==> config.mk <==
export PLATFORM = sky130hd
export DESIGN_NAME = result_uart_tx
export DESIGN_NICKNAME = d
export VERILOG_FILES = /design/src/rtl/result_uart_tx_pkg.sv /design/src/rtl/result_uart_tx_bit_timer.sv /design/src/rtl/result_uart_tx.sv
export SDC_FILE = /design/constraint.sdc
export NUM_CORES = 1
export LEC_CHECK = 0
export ABC_AREA = 1
export BUFFER_PORTS_ARGS = -buffer_cell sky130_fd_sc_hd__buf_2
export CORE_ASPECT_RATIO = 0.8
export CORE_MARGIN = 8
export CORE_UTILIZATION = 50
export CTS_BUF_LIST = sky130_fd_sc_hd__clkbuf_4 sky130_fd_sc_hd__clkbuf_8 sky130_fd_sc_hd__clkbuf_16
export CTS_CLUSTER_SIZE = 20
export DETAILED_ROUTE_END_ITERATION = 7
export PLACE_DENSITY_LB_ADDON = 0.1
export RECOVER_POWER = 100
export SKIP_CTS_REPAIR_TIMING = 1
export SYNTH_ARGS = -nofsm -noshare
export SYNTH_HDL_FRONTEND = slang
export SYNTH_SLANG_ARGS = --single-unit
==> constraint.sdc <==
create_clock -name clk -period 2.77 [get_ports clk]
set_input_delay 0.1385 -clock clk [delete_from_list [all_inputs] [get_ports clk]]
set_output_delay 0.1385 -clock clk [all_outputs]
set_load 0.005 [all_outputs]
==> src/rtl/result_uart_tx_pkg.sv <==
// Shared types and defaults for the result UART transmitter and the ALU/interface tops.
// Optional macro RESULT_UART_TX_PARITY_EN adds the PARITY state to the encoding.
package result_uart_tx_pkg;

  localparam int NB_DATA_DEF      = 8;
  localparam int CLKS_PER_BIT_DEF = 10417;  // 100 MHz / 9600 baud

  typedef enum logic [2:0] {
    IDLE   = 3'd0,
    START  = 3'd1,
    DATA   = 3'd2,
`ifdef RESULT_UART_TX_PARITY_EN
    PARITY = 3'd3,
`endif
    STOP   = 3'd4
  } tx_state_e;

endpackage

==> src/rtl/result_uart_tx_bit_timer.sv <==
// Bit-period timer: free-running counter that wraps every CLKS_PER_BIT cycles,
// realigned to zero by i_restart when a frame is accepted.
module tx_bit_timer
  import result_uart_tx_pkg::*;
#(
  parameter int CLKS_PER_BIT = CLKS_PER_BIT_DEF
) (
  input  logic clk,
  input  logic i_reset,
  input  logic i_restart,
  output logic o_bit_end
);

  localparam int CW = (CLKS_PER_BIT > 2) ? $clog2(CLKS_PER_BIT) : 1;

  logic [CW-1:0] cnt_q, cnt_d;

  assign o_bit_end = (cnt_q == CW'(CLKS_PER_BIT - 1));

  always_comb begin
    cnt_d = cnt_q + CW'(1);
    if (i_restart || o_bit_end) cnt_d = '0;
  end

  always_ff @(posedge clk) begin
    if (i_reset) cnt_q <= '0;
    else         cnt_q <= cnt_d;
  end

endmodule

==> src/rtl/result_uart_tx.sv <==
// UART transmitter for the ALU result: start bit, NB_DATA bits LSB first, stop bit.
// Define RESULT_UART_TX_PARITY_EN to insert an even-parity bit before the stop bit.
module result_uart_tx
  import result_uart_tx_pkg::*;
#(
  parameter int NB_DATA      = NB_DATA_DEF,
  parameter int CLKS_PER_BIT = CLKS_PER_BIT_DEF
) (
  input  logic               clk,
  input  logic               i_reset,
  input  logic [NB_DATA-1:0] i_data,
  input  logic               i_tx_start,
  output logic               o_tx,
  output logic               o_tx_busy,
  output logic               o_tx_done
);

  localparam int BCW = (NB_DATA > 1) ? $clog2(NB_DATA) : 1;

  tx_state_e          state_q, state_d;
  logic [NB_DATA-1:0] shift_q, shift_d;
  logic [BCW-1:0]     bit_cnt_q, bit_cnt_d;
  logic               tx_q, tx_d;
  logic               busy_q, busy_d;
  logic               done_q, done_d;
  logic               accept;
  logic               bit_end;
`ifdef RESULT_UART_TX_PARITY_EN
  logic               parity_q, parity_d;
`endif

  assign accept = (state_q == IDLE) && i_tx_start;

  tx_bit_timer #(.CLKS_PER_BIT(CLKS_PER_BIT)) u_timer (
    .clk       (clk),
    .i_reset   (i_reset),
    .i_restart (accept),
    .o_bit_end (bit_end)
  );

  always_comb begin
    state_d   = state_q;
    shift_d   = shift_q;
    bit_cnt_d = bit_cnt_q;
    done_d    = 1'b0;
`ifdef RESULT_UART_TX_PARITY_EN
    parity_d  = parity_q;
`endif
    case (state_q)
      IDLE: if (i_tx_start) begin
        state_d   = START;
        shift_d   = i_data;
        bit_cnt_d = '0;
`ifdef RESULT_UART_TX_PARITY_EN
        parity_d  = ^i_data;
`endif
      end
      START: if (bit_end) state_d = DATA;
      DATA: if (bit_end) begin
        if (bit_cnt_q == BCW'(NB_DATA - 1)) begin
`ifdef RESULT_UART_TX_PARITY_EN
          state_d = PARITY;
`else
          state_d = STOP;
`endif
        end else begin
          bit_cnt_d = bit_cnt_q + BCW'(1);
          shift_d   = shift_q >> 1;
        end
      end
`ifdef RESULT_UART_TX_PARITY_EN
      PARITY: if (bit_end) state_d = STOP;
`endif
      STOP: if (bit_end) begin
        state_d = IDLE;
        done_d  = 1'b1;
      end
      default: state_d = IDLE;
    endcase

    // Line and busy are registered, so they are decoded from the next state.
    tx_d = 1'b1;
    case (state_d)
      START:   tx_d = 1'b0;
      DATA:    tx_d = shift_d[0];
`ifdef RESULT_UART_TX_PARITY_EN
      PARITY:  tx_d = parity_q;
`endif
      default: tx_d = 1'b1;
    endcase
    busy_d = (state_d != IDLE);
  end

  always_ff @(posedge clk) begin
    if (i_reset) begin
      state_q   <= IDLE;
      shift_q   <= '0;
      bit_cnt_q <= '0;
      tx_q      <= 1'b1;
      busy_q    <= 1'b0;
      done_q    <= 1'b0;
`ifdef RESULT_UART_TX_PARITY_EN
      parity_q  <= 1'b0;
`endif
    end else begin
      state_q   <= state_d;
      shift_q   <= shift_d;
      bit_cnt_q <= bit_cnt_d;
      tx_q      <= tx_d;
      busy_q    <= busy_d;
      done_q    <= done_d;
`ifdef RESULT_UART_TX_PARITY_EN
      parity_q  <= parity_d;
`endif
    end
  end

  assign o_tx      = tx_q;
  assign o_tx_busy = busy_q;
  assign o_tx_done = done_q;

endmodule

Yosys cells after proc, flatten, opt, wreduce, memory -nomap -nowiden
Index checks and enable logic that the tools add are counted.

Output and inout port bits: 3. Bits of input ports: 11. Flip-flop bits (word level): 31. Word-level logic and storage cells: 45.

Add/subtract/negate cells: 2. Equality and inequality tests: 10. Muxes and demuxes: 16. Bitwise logic cells: 1. Reductions and logical operators: 8.

Operator list (count): $mux 3 (8); $mux 8 (3); $pmux 8 s2 (1); $add 14x1->14 const B (1); $eq 14x14->1 const B (1); $pmux 3 s4 (1); $eq 3x1->1 const B (2); $eq 3x2->1 const B (2); $eq 3x3->1 const B (2); $pmux 3 s2 (1); $ne 2x2->1 const B (2); $reduce_and 4->1 (1); $reduce_or 2->1 (2); $add 3x1->3 const B (1); $logic_not 3->1 (1); $reduce_bool 3->1 (1); $ne 2x1->1 const B (1); $pmux 1 s2 (1); $reduce_bool 2->1 (1); $logic_and 1x1->1 (1); $logic_or 1x1->1 (1); $mux 1 (1); $not 1->1 (1).

Logic depth before layout (Yosys ltp)
Gate-level depths: netlist (run 1).

Depth after elaboration: 6. Depth in mapped cells: 12. Depth with buffers taken out: 12.

Cells and area by module
From an unflattened synthesis (run 1), not the netlist that was laid out.

Cells, all modules: 204. Area, all modules: 1569.0 um^2.

Modules (own cells, without submodules): result_uart_tx (area each 833.3 um^2, times used 1, cells each 98, sequential area each 340.3 um^2); tx_bit_timer (area each 735.7 um^2, times used 1, cells each 106, sequential area each 280.3 um^2).

Worst setup path after synthesis (run 1)
Ideal clock, no wire load.

Path type: register to register. Start point: register u_timer.cnt_q[0]. End point: register shift_q[1]. Arrival time: 1323 ps. Stages on the path, launching flop included: 12. Path slack: 1334 ps. Path buffers: 0. Library setup time: 113 ps. Data required time: 2657 ps. Period minus slack after synthesis: 1436 ps. Path through: dfxtp_1 inv_1 ha_1 nand2_1 nor2_1 nand2_2 nor2_8 nand3_4 nand2_4 inv_1 nor2_1 nor2_1.

Word-level cells in the longest chain between the ends: 3.

Ends and longest elaborated chain: from (decl) (RTL line result_uart_tx_bit_timer.sv:16) `logic [CW-1:0] cnt_q, cnt_d;`; from (signal assigned) (RTL line result_uart_tx_bit_timer.sv:27) `else cnt_q <= cnt_d;`; $eq 14x14->1 (RTL line result_uart_tx_bit_timer.sv:18) `assign o_bit_end = (cnt_q == CW'(CLKS_PER_BIT - 1));`; $ne 2x1->1 (no source line); $reduce_and 4->1 (no source line); to (signal assigned) (RTL line result_uart_tx.sv:107) `shift_q <= shift_d;`; to (decl) (RTL line result_uart_tx.sv:21) `logic [NB_DATA-1:0] shift_q, shift_d;`.

Every way passes these cells. A chain may end at the register's enable or synchronous reset.

Worst setup path after layout (run 1)
Start point: register state_q[0]. End point: register shift_q[2].

Word-level cells in the longest chain between the ends: 3. Elaborated cells on any way between the ends: 8. Classes of those cells: eq/ne: 4; mux: 1; reduce/logical: 3.

Ends and longest elaborated chain: from (decl) (RTL line result_uart_tx.sv:20) `tx_state_e state_q, state_d;`; from (signal assigned) (RTL line result_uart_tx.sv:106) `state_q <= state_d;`; $eq 3x2->1 or $logic_not 3->1 (tied branches) (RTL line result_uart_tx.sv:49) `case (state_q)`; $ne 2x1->1 (no source line) (tied with other cells); $reduce_and 4->1 (no source line).

Parallel ways exist; a longest one is shown, timed or not.

==> results of run 1 <==
[registers in the layout (all words and copies together) (netlist names)]
register	count
bit_cnt_q	3
state_q	3
u_timer.cnt_q	14
o_tx	1
o_tx_busy	1
shift_q	8
o_tx_done	1
[layer usage]
layer	part of all wire	GRT usage	vias to the layer above	wire length, um
li1	-	-	754	-
met1	0.53	0.173	601	1630
met2	0.40	0.193	23	1230
met3	0.050	0.0448	4	151
met4	0.014	0.0553	0	42
met5	0	0	-	0
[synth_stat cells]
| cell type | instances |
|---|---|
| dfxtp_1 | 31 |
| nand3_4 | 2 |
| nor2_1 | 36 |
| nand2_4 | 1 |
| ha_1 | 4 |
| nor2_2 | 2 |
| inv_1 | 32 |
| nor2_4 | 1 |
| nand2_1 | 55 |
| o21ai_0 | 12 |
| a22oi_1 | 2 |
| nand4_1 | 1 |
| nor4_1 | 1 |
| a21oi_1 | 7 |
| nor3_4 | 1 |
| nor2_8 | 1 |
| a211oi_1 | 1 |
| nand3_1 | 12 |
| nor3_1 | 6 |
| inv_2 | 5 |
| nor3b_1 | 1 |
| nand2_2 | 2 |
| nand3b_1 | 1 |
| o21ai_1 | 9 |
| buf_1 | 1 |
| or2_0 | 1 |
| buf_8 | 1 |
| xor2_1 | 1 |
[kinds of logic (layout without fill, tap and decap cells)]
kind of cell | count (synthesis) | count (layout) | synth area share
simple gates | 124 | 124 | 0.369
buf+inv | 39 | 58 | 0.0995
compound gates | 31 | 31 | 0.103
flops | 31 | 31 | 0.392
fa+ha+maj | 4 | 4 | 0.0316
xor+xnor | 1 | 1 | 0.00553
[worst paths after layout]
kind	startpoint	end	slack, ps	cells past startpoint
worst min register to register	u_timer.cnt_q[0]	u_timer.cnt_q[0]	470	1
worst min-delay path	i_reset	shift_q[7]	100	2
worst max-delay path	state_q[0]	shift_q[2]	770	8
worst max register to register	state_q[0]	shift_q[2]	770	8
[worst max-delay path: stages (launching register included)]
cell	delay, ps
dfxtp_1	340
nor2_1	150
inv_1	60
nor2_1	510
inv_1	320
nand2_4	210
inv_1	140
nor2_1	120
nor2_1	50
[final cells by class]
class	count	area, um2
fill	336	1320
multi-input combinational	160	768
sequential	31	621
inverter	37	139
clock buffer	8	104
timing repair buffer	13	61.3
tap	40	50.0
[power by group]
part | internal [mW] | switching (mW) | leakage, nW | total (mW)
clock | 0.236 | 0.158 | 0.0549 | 0.394
combinational | 0.0288 | 0.0446 | 0.491 | 0.0734
sequential | 0.464 | 0.0106 | 0.253 | 0.475
==> reports/metrics.yaml, run 1 <==
outcome: "finished clean"
yosys_warnings: 0
drt_iter0_drc: 96
worstMarginPinSlew_ps: 737
dieArea_um2: 5240
drtPass1Iterations: 4
yosysUniqueCellTypes: 28
synth_cells: 230
drv_cap: 0
syn_nets: 245
criticalPathCategory: "reg2reg"
grt_pass1_vias: 1254
grt_max_degree: 14
p_per_area_nw_per_um2: 540
cts.sinks: 31
cp.arrival_ps: 2170
final_util: 0.569
place.port_buffers: 13
syn_to_final_growth_pct: 10.0
tns_ps: 0
grt_pass1_wl_um: 5530
final_common_cell: "nand2_1"
syn_area_um2: 1580
critPathMaxFanout: 11
yosysTopAreaCellShare: 0.392
dp.cells: 281
drive_gt1_frac: 0.112
leakage_nw: 0.799
fmax_mhz: 499
synth_area_leaders: "dfxtp_1 (39%), nand2_1 (13%), nor2_1 (8.5%)"
grt_usage: 0.132
antenna_left: 0
finalCritPeriodShare: 0.723
die_h_um: 66.3
required_ps: 2940
final_cell_mix: "nand2_1 (56), nor2_1 (38), inv_1 (33)"
ir_drop_uv: 348
clock_latency_ps: 270
rsz0062_at_grt: "false"
initial_utilization: 0.517
dieWidth_um: 78.9
drv_slew: 0
hold_violations: 0
total_power_mw: 0.942
dpl.hpwl_um: 2320
clockBufferDepth: 2
numCtsBuffers: 5
setup_violations: 0
period_minus_slack_ps: 2000
cts_tree: "built"
overflow: 0
via_per_inst: 4.78
placed_cell_area_um2: 1680
place.gp.congestion: 0.763
worstHoldPathType: "in2reg"
drc: 0
rows: 18
cts.clk_slew.worst_paths_ps: 60
drt-total-wl_um: 3050
postSynthAreaPerCell_um2: 6.89
slew_headroom: 0.505
n_antenna_cell: 0
fin_area_um2: 1740
wire_per_inst_um: 10.6
worstSetupStartpointType: "register"
io_pins: 14
coreArea_um2: 3060
finalNonFillerCells: 289
fin_nets: 263
fin_skew_ps: 4.06
hold_slack_ps: 98.1
synth-seq-area-share: 0.392
yosys.area.top_type: "dfxtp_1"
ys_seq_elements: 31
grt_antenna_before_repair: 0
dp_worst_setup_slack_ps: 1120
htreeDepth: 2
vias: 1382
cts_root_buf: "clkbuf_8"
endpoint_kind: "register"
final.setup.worst_slack_ps: 767
(Power assumes the default switching activity.)
==> run 2, diff against run 1 <==
Clock period 2.77 ns to 1.9 ns, I/O delays scaled along.
==> reports/metrics.yaml, run 2 (synthesized netlist as in run 1, its figures left out) <==
outcome: "finished clean"  # unchanged
worst_r2r_endpoint: "shift_q[2]"  # unchanged
period_minus_slack_ps: 1640  # was 2000 ps
drt_iter0_drc: 62  # was 96
final_cell_mix: "nand2_1 (55), nor2_1 (36), inv_1 (33)"  # was nand2_1 (56), nor2_1 (38), inv_1 (33)
dp.cells: 281  # unchanged
grt_pass1_wl_um: 5440  # was 5530 um
antenna_left: 0  # unchanged
cp_common_cell: "nor2_1"  # unchanged
drc: 0  # unchanged
worstSetupStartpointType: "register"  # unchanged
fin_area_um2: 1780  # was 1740 um2
setup_violations: 0  # unchanged
wire_per_inst_um: 10.5  # was 10.6 um
required_ps: 2080  # was 2940 ps
grt_pass1_vias: 1240  # was 1,254
coreArea_um2: 3060  # unchanged
n_antenna_cell: 0  # unchanged
fmax_mhz: 609  # was 499 MHz
p_per_area_nw_per_um2: 784  # was 540 nW/um2
dieArea_um2: 5240  # unchanged
crit_family: "simple AND/OR/NAND/NOR gates"  # unchanged
cp.arrival_ps: 1820  # was 2170 ps
initial_utilization: 0.517  # unchanged
hold_violations: 0  # unchanged
cts.clk_slew.worst_paths_ps: 70  # was 60 ps
drtPass1Iterations: 4  # unchanged
syn_to_final_growth_pct: 12.1  # was 10.0%
drv_cap: 0  # unchanged
clock_latency_ps: 290  # was 270 ps
leakage_nw: 0.834  # was 0.799 nW
drt-total-wl_um: 3040  # was 3050 um
numCtsBuffers: 5  # unchanged
vias: 1366  # was 1,382
worstMarginPinSlew_ps: 449  # was 737 ps
r2r_slack_ps: 260  # was 770 ps
critPathMaxFanout: 11  # unchanged
dp_worst_setup_slack_ps: 249  # was 1120 ps
largest-register: "u_timer.cnt_q"  # unchanged
finalNonFillerCells: 289  # unchanged
grt_usage: 0.134  # was 0.132
worstHoldPathType: "in2reg"  # unchanged
dieWidth_um: 78.9  # unchanged
drive_gt1_frac: 0.133  # was 0.112
hold_start: "i_reset"  # unchanged
htreeDepth: 2  # unchanged
overflow: 0  # unchanged
placed_cell_area_um2: 1680  # unchanged
die_h_um: 66.3  # unchanged
fin_skew_ps: 6.48  # was 4.06 ps
cts_root_buf: "clkbuf_8"  # unchanged
top_regs: "u_timer.cnt_q: 14 flops, shift_q: 8 flops"  # unchanged
criticalPathCategory: "reg2reg"  # unchanged
reg2reg_depth: 11  # was 8
via_per_inst: 4.73  # was 4.78
tns_ps: 0  # unchanged
largest_reg_flops: 14  # unchanged
grt_antenna_before_repair: 0  # unchanged
final_common_cell: "nand2_1"  # unchanged
hold_end: "shift_q[7]"  # unchanged
clockBufferDepth: 2  # unchanged
dpl.hpwl_um: 2310  # was 2320 um
finalCritPeriodShare: 0.864  # was 0.723
ir_drop_uv: 454  # was 348 uV
cts.sinks: 31  # unchanged
crit_buf_inv: 2  # was 3
total_power_mw: 1.39  # was 0.942 mW
final_util: 0.580  # was 0.569
slew_headroom: 0.699  # was 0.505
place.port_buffers: 13  # unchanged
final.setup.worst_slack_ps: 257  # was 767 ps
hold_depth: 2  # unchanged
place.gp.congestion: 0.763  # unchanged
max_stage_delay_ps: 340  # was 510 ps
endpoint_kind: "register"  # unchanged
grt_max_degree: 14  # unchanged
worstPathCellList: "inv_1, ha_1, nand2_1, nor2_1, nand2_2, nor2_8, nand3_4, nand2_4, inv_1, nor2_1, nor2_1"  # was nor2_1, inv_1, nor2_1, inv_1, nand2_4, inv_1, nor2_1, nor2_1
r2r-start: "u_timer.cnt_q[0]"  # was state_q[0]
cpMaxStageDelayCell: "dfxtp_1"  # was nor2_1
hold_slack_ps: 49.6  # was 98.1 ps
rows: 18  # unchanged
drv_slew: 0  # unchanged
fin_nets: 263  # unchanged
io_pins: 14  # unchanged
cts_tree: "built"  # unchanged
rsz0062_at_grt: "false"  # unchanged
[run 2: area by class of cell]
cell class / instances / area, um2
inverter: 37 / 139
sequential: 31 / 621
multi-input combinational: 160 / 800
tap: 40 / 50.0
timing repair buffer: 13 / 62.6
fill: 317 / 1290
clock buffer: 8 / 104
[run 2: layer usage]
metal,wire [um],vias to the layer above,global-route usage,part of all wire
met3,142,7,0.0448,0.047
met1,1670,574,0.172,0.55
met2,1150,23,0.185,0.38
met4,78,0,0.0945,0.026
li1,-,762,-,-
met5,0,-,0,0
[run 2: worst reg2reg max path, stage by stage (launching register included)]
cell and delay [ps]:
dfxtp_1 340, inv_1 60, ha_1 150, nand2_1 50, nor2_1 120, nand2_2 100, nor2_8 150, nand3_4 120
nand2_4 140, inv_1 140, nor2_1 120, nor2_1 50
[run 2: report_power, final]
part / internal [mW] / switching [mW]
Sequential: 0.677 / 0.0149
Clock: 0.345 / 0.244
Combinational: 0.0440 / 0.0680
[run 2: worst max path at each step]
stage | to | from | cells past startpoint | slack (ps)
global placement | shift_q[5] | u_timer.cnt_q[0] | 11 | 280
detailed placement | shift_q[2] | u_timer.cnt_q[0] | 11 | 250
finish | shift_q[2] | u_timer.cnt_q[0] | 11 | 260
CTS | shift_q[2] | u_timer.cnt_q[0] | 11 | 240
floorplan | shift_q[1] | u_timer.cnt_q[0] | 11 | 460
global route | shift_q[1] | u_timer.cnt_q[0] | 11 | 60
